--- src/rtl/mc_pkg.sv ---
// Shared constants for the multicycle controller and the instruction decoder:
// state encodings, opcodes and datapath mux/ALU field values.
package mc_pkg;

  typedef enum logic [3:0] {
    S_FETCH   = 4'd0,
    S_DECODE  = 4'd1,
    S_MEMADR  = 4'd2,
    S_MEMRD   = 4'd3,
    S_MEMWB   = 4'd4,
    S_MEMWR   = 4'd5,
    S_EXECUTE = 4'd6,
    S_ALUWB   = 4'd7,
    S_BRANCH  = 4'd8,
    S_ADDIEX  = 4'd9,
    S_ADDIWB  = 4'd10,
    S_JUMP    = 4'd11
  } state_t;

  localparam logic [2:0] OP_RTYPE = 3'b000;
  localparam logic [2:0] OP_LW    = 3'b001;
  localparam logic [2:0] OP_SW    = 3'b010;
  localparam logic [2:0] OP_BEQ   = 3'b011;
  localparam logic [2:0] OP_ADDI  = 3'b100;
  localparam logic [2:0] OP_J     = 3'b101;

  localparam logic [1:0] ALUB_REG  = 2'b00;
  localparam logic [1:0] ALUB_FOUR = 2'b01;
  localparam logic [1:0] ALUB_IMM  = 2'b10;
  localparam logic [1:0] ALUB_BOFF = 2'b11;

  localparam logic [1:0] PC_ALU    = 2'b00;
  localparam logic [1:0] PC_ALUOUT = 2'b01;
  localparam logic [1:0] PC_JUMP   = 2'b10;

  localparam logic [1:0] ALUOP_ADD   = 2'b00;
  localparam logic [1:0] ALUOP_SUB   = 2'b01;
  localparam logic [1:0] ALUOP_FUNCT = 2'b10;

  // States that wait on the memory handshake and are bounded by the wait counter
  function automatic logic is_wait(state_t s);
    return (s == S_FETCH) || (s == S_MEMRD) || (s == S_MEMWR);
  endfunction

endpackage

--- src/rtl/mc_waitcnt.sv ---
// Memory wait counter: counts stalled cycles in a memory state and flags
// when the count has reached TIMEOUT.
module mc_waitcnt #(
  parameter int TIMEOUT = 255
) (
  input  logic clk,
  input  logic reset,
  input  logic clr,
  input  logic inc,
  output logic hit
);

  localparam logic [7:0] TMAX = 8'(TIMEOUT);

  logic [7:0] cnt;

  // clr wins over inc so an aborted access re-enters its state from zero
  always_ff @(posedge clk or posedge reset) begin
    if (reset)    cnt <= '0;
    else if (clr) cnt <= '0;
    else if (inc) cnt <= cnt + 8'd1;
  end

  assign hit = (cnt == TMAX);

endmodule

--- src/rtl/multicycle_ctrl.sv ---
// Multicycle CPU control FSM: Moore output decode per state, with FETCH
// write enables qualified by mem_ready and a bounded memory wait.
module multicycle_ctrl
  import mc_pkg::*;
#(
  parameter int TIMEOUT = 255
) (
  input  logic       clk,
  input  logic       reset,
  input  logic [2:0] op,
  input  logic       mem_ready,
  output logic       mem_req,
  output logic       iord,
  output logic       irwrite,
  output logic       pcwrite,
  output logic       branch,
  output logic       regdst,
  output logic       memtoreg,
  output logic       regwrite,
  output logic       memwrite,
  output logic       alusrca,
  output logic       illegal_op,
  output logic       mem_timeout,
  output logic [1:0] alusrcb,
  output logic [1:0] pcsrc,
  output logic [1:0] aluop,
  output logic [3:0] state_o
);

  state_t state, state_n;
  logic   hit, inc, timeout, clr;

  assign inc     = is_wait(state) && !mem_ready;
  assign timeout = inc && hit;
  assign clr     = (state_n != state) || timeout;

  mc_waitcnt #(.TIMEOUT(TIMEOUT)) u_waitcnt (
    .clk   (clk),
    .reset (reset),
    .clr   (clr),
    .inc   (inc),
    .hit   (hit)
  );

  always_ff @(posedge clk or posedge reset) begin
    if (reset) begin
      state       <= S_FETCH;
      mem_timeout <= 1'b0;
    end else begin
      state       <= state_n;
      mem_timeout <= timeout;
    end
  end

  always_comb begin
    state_n = state;
    case (state)
      S_FETCH:   if (mem_ready) state_n = S_DECODE;
                 else if (hit)  state_n = S_FETCH;
      S_DECODE: begin
        case (op)
          OP_RTYPE:     state_n = S_EXECUTE;
          OP_LW, OP_SW: state_n = S_MEMADR;
          OP_BEQ:       state_n = S_BRANCH;
          OP_ADDI:      state_n = S_ADDIEX;
          OP_J:         state_n = S_JUMP;
          default:      state_n = S_FETCH;
        endcase
      end
      S_MEMADR:  state_n = (op == OP_LW) ? S_MEMRD : S_MEMWR;
      S_MEMRD:   if (mem_ready) state_n = S_MEMWB;
                 else if (hit)  state_n = S_FETCH;
      S_MEMWB:   state_n = S_FETCH;
      S_MEMWR:   if (mem_ready || hit) state_n = S_FETCH;
      S_EXECUTE: state_n = S_ALUWB;
      S_ALUWB:   state_n = S_FETCH;
      S_BRANCH:  state_n = S_FETCH;
      S_ADDIEX:  state_n = S_ADDIWB;
      S_ADDIWB:  state_n = S_FETCH;
      S_JUMP:    state_n = S_FETCH;
      default:   state_n = S_FETCH;
    endcase
  end

  always_comb begin
    mem_req    = 1'b0;
    iord       = 1'b0;
    irwrite    = 1'b0;
    pcwrite    = 1'b0;
    branch     = 1'b0;
    regdst     = 1'b0;
    memtoreg   = 1'b0;
    regwrite   = 1'b0;
    memwrite   = 1'b0;
    alusrca    = 1'b0;
    illegal_op = 1'b0;
    alusrcb    = ALUB_REG;
    pcsrc      = PC_ALU;
    aluop      = ALUOP_ADD;
    case (state)
      S_FETCH: begin
        mem_req = 1'b1;
        alusrcb = ALUB_FOUR;
        // reset held high must not let a stray mem_ready write IR/PC
        irwrite = mem_ready && !reset;
        pcwrite = mem_ready && !reset;
      end
      S_DECODE: begin
        alusrcb    = ALUB_BOFF;
        illegal_op = (op != OP_RTYPE) && (op != OP_LW) && (op != OP_SW) &&
                     (op != OP_BEQ) && (op != OP_ADDI) && (op != OP_J);
      end
      S_MEMADR: begin
        alusrca = 1'b1;
        alusrcb = ALUB_IMM;
      end
      S_MEMRD: begin
        mem_req = 1'b1;
        iord    = 1'b1;
      end
      S_MEMWB: begin
        memtoreg = 1'b1;
        regwrite = 1'b1;
      end
      S_MEMWR: begin
        mem_req  = 1'b1;
        iord     = 1'b1;
        memwrite = 1'b1;
      end
      S_EXECUTE: begin
        alusrca = 1'b1;
        aluop   = ALUOP_FUNCT;
      end
      S_ALUWB: begin
        regdst   = 1'b1;
        regwrite = 1'b1;
      end
      S_BRANCH: begin
        alusrca = 1'b1;
        aluop   = ALUOP_SUB;
        pcsrc   = PC_ALUOUT;
        branch  = 1'b1;
      end
      S_ADDIEX: begin
        alusrca = 1'b1;
        alusrcb = ALUB_IMM;
      end
      S_ADDIWB: regwrite = 1'b1;
      S_JUMP: begin
        pcsrc   = PC_JUMP;
        pcwrite = 1'b1;
      end
      default: ;
    endcase
  end

  assign state_o = state;

endmodule
--- config.mk ---
export PLATFORM = sky130hd
export DESIGN_NAME = multicycle_ctrl
export DESIGN_NICKNAME = d
export VERILOG_FILES = /design/src/rtl/mc_pkg.sv /design/src/rtl/mc_waitcnt.sv /design/src/rtl/multicycle_ctrl.sv
export SDC_FILE = /design/constraint.sdc
export NUM_CORES = 1
export LEC_CHECK = 0
export BUFFER_PORTS_ARGS = -buffer_cell sky130_fd_sc_hd__buf_2
export CAP_MARGIN = 20
export CORE_MARGIN = 10
export CORE_UTILIZATION = 50
export DETAILED_ROUTE_END_ITERATION = 8
export PLACE_DENSITY_LB_ADDON = 0.25
export SETUP_SLACK_MARGIN = 0.2
export SLEW_MARGIN = 10
export SYNTH_ARGS = -nofsm -noshare
export SYNTH_HDL_FRONTEND = slang
export SYNTH_SLANG_ARGS = --single-unit
--- constraint.sdc ---
create_clock -name clk -period 2.6 [get_ports clk]
set_clock_uncertainty 0.15 [all_clocks]
set_input_delay 0.52 -clock clk [delete_from_list [all_inputs] [get_ports clk]]
set_output_delay 0.52 -clock clk [all_outputs]
set_load 0.005 [all_outputs]
==> results.py <==
metrics = {
    "logic_synthesis": {
        "synth_flop_cell": "dfrtp_1",
        "synth-async-reset-ratio_pct": 100,
        "synth_nets": 129,
        "avgSynthCellArea_um2": 8.27,
        "yosysSeqAreaShare_pct": 32.3,
        "netlist_instances": 122,
        "ys_ff_latch": 13,
        "ys_types": 40,
        "yosysWarningCount": 0,
        "synth_edf_count": 0,
        "syn_area_um2": 1010,
    },
    "die": {
        "rows": 16,
        "core_area_um2": 1940,
        "initial_core_util_pct": 51.9,
        "die_h_um": 64.9,
        "fp.dieW_um": 64.9,
        "die_area_um2": 4210,
        "ioPinCount": 28,
    },
    "timing": {
        "setup_violations": 0,
        "max_freq_mhz": 428,
        "max_slew_margin_pct": 71.1,
        "period_share_pct": 89.9,
        "rsz0062_at_grt": "yes",
        "slew_violations": 0,
        "hold_viol": 0,
        "min_period_ns": 2.34,
        "tns_ns": 0,
        "timing.hold.ws_ns": 0.0987,
        "worstMarginPinSlew_ns": 0.428,
        "setup_ws_ns": 0.263,
    },
    "run": {
        "max_cap_violations": 0,
    },
    "global_routing": {
        "overflow": 0,
        "antenna_found_initial": 0,
        "grt_usage_pct": 12.3,
        "grt_max_degree": 20,
        "grt_pass1_wl_um": 4300,
        "grt_pass1_vias": 956,
    },
    "clock_tree": {
        "numClockSinks": 13,
        "clk_pin_slew_ns": 0.08,
        "clk-insertion-delay-late_ns": 0.27,
        "clock-root-buffer": "clkbuf_4",
        "clock_path_buffers": 2,
        "cts_made_buffers": 3,
        "htreeDepth": 1,
        "cts_tree": "yes",
    },
    "worst_setup_path": {
        "cp-end-kind": "output port",
        "critPathKind": "register to output port",
        "critPathMaxFanout": 17,
        "rrSetupSlack_ns": 0.40,
        "worstPathRequired_ns": 1.93,
        "setup.worst_path.start_class": "register",
        "cp.arrival_ns": 1.67,
    },
    "drt": {
        "via_per_inst": 5.48,
        "route.detailed.drc": 0,
        "wl_um": 2460,
        "antenna_left": 0,
        "drt_iter0_drc": 39,
        "wl_per_cell_um": 13.8,
        "drtPass1Iterations": 4,
        "num_vias": 976,
    },
    "pwr": {
        "p_seq_share_pct": 22.3,
        "combPwrFrac_pct": 66.6,
        "power_density_nw_per_um2": 907,
        "pwr-share-clk_pct": 11.1,
        "p_int_mw": 0.603,
        "p_switching_mw": 0.496,
        "power.leakage_nw": 0.604,
        "swShare_pct": 45.1,
        "peakVddDrop_v": 0.000670,
    },
    "run_status": {
        "status": "finished clean",
    },
    "layout": {
        "fin_area_um2": 1210,
        "nets": 159,
        "diodes": 0,
        "layout-drive-gt1-share_pct": 29.1,
        "area_growth_pct": 20.2,
        "final_common_cell": "buf_2",
        "final_util_pct": 62.4,
        "most-common-layout-cells": "buf_2 (27), dfrtp_1 (13), nor2_1 (12), nor3_1 (12), nand2_1 (10)",
    },
    "place": {
        "portBuffers": 27,
        "placed_cell_area_um2": 1180,
        "place_ws_ns": 0.413,
        "gp_congestion": 0.865,
        "place_hpwl_um": 1990,
    },
    "worst_hold_path": {
        "min-delay-path-class": "primary input to async pin",
    },
}
## registers in the layout, summed over array words and instances (netlist names)
name / flops
state_o: 4
u_waitcnt.cnt: 8
mem_timeout: 1
## layout make-up
type	instances	area [µm²]
Sequential cell	13	325
Timing Repair Buffer	33	184
Fill cell	190	729
Multi-Input combinational cell	97	627
Clock buffer	3	22.5
Tap cell	27	33.8
Inverter	4	15.0
Clock inverter	1	5.00
## cells by family after synthesis
group	count (synthesis)	share of synthesized area, %
AO/OA/AOI/OAI	20	14.8
XOR/XNOR	10	8.69
adder cells (fa/ha/maj)	1	1.24
buffers and inverters	12	6.08
flip-flops	13	32.3
multiplexers	3	3.10
AND/OR/NAND/NOR	63	33.9
## synth_stat cells, drive strengths merged (2+ instances only)
cell type,n,area share (%)
a21oi,3,1.5
and3,4,2.5
buf,5,3.5
clkbuf,3,1.1
dfrtp,13,32
inv,4,1.5
mux2i,2,2.0
nand2,10,3.7
nand2b,7,4.3
nand4,3,1.9
nor2,12,4.5
nor2b,3,1.9
nor3,12,6.0
nor3b,3,2.2
o21ai,6,3.0
o221ai,2,1.7
o22ai,2,1.9
or2,2,1.2
xnor2,2,1.7
xor2,8,6.9
## final timing paths
check | start | end | depth (start not counted)
setup / recovery | state_o[2] | pcwrite | 6
max in group asynchronous | reset | state_o[3] | 3
min in group clk | op[0] | state_o[2] | 2
hold / removal | reset | mem_timeout | 3
setup reg to reg | state_o[2] | u_waitcnt.cnt[5] | 5
hold reg to reg | u_waitcnt.cnt[0] | u_waitcnt.cnt[0] | 2
## critical path: stages, from the launching register on
cell and delay, ns:
dfrtp_1 0.40, buf_6 0.16, or2_2 0.34, nor3_1 0.13, and3_1 0.18, or2_2 0.10
buf_2 0.10
## per-layer routing
layer	GRT usage, %	routed length, µm	vias up
li1	-	-	488
met1	14.4	1020	464
met2	20.7	1270	22
met3	3.95	151	2
met4	4.01	21	0
met5	0	0	-
## power by group through the flow
stage | Clock (mW) | Combinational (mW) | Sequential [mW]
2_1_floorplan | 0 | 0.479 | 0.260
3_3_place_gp | 0 | 0.720 | 0.247
3_5_place_dp | 0 | 0.733 | 0.248
4_1_cts | 0.129 | 0.736 | 0.244
5_1_grt | 0.140 | 0.812 | 0.250
6_report | 0.122 | 0.733 | 0.245
## stage by stage
step                instances  total power [mW]
finish                    178              1.10
detailed placement        174             0.981
global placement          174             0.967
global route              178              1.20
floorplan                 122             0.739
CTS                       178              1.11
## what timing repair did
| item | 4_1_cts | 5_1_grt |
|---|---|---|
| hold buffers | 0 | 0 |
| buffers inserted | 0 | 0 |
| resized for setup | 0 | 2 |
| endpoints found under the setup margin | 0 | 2 |
Note: power is estimated with default switching activity, not from simulation.
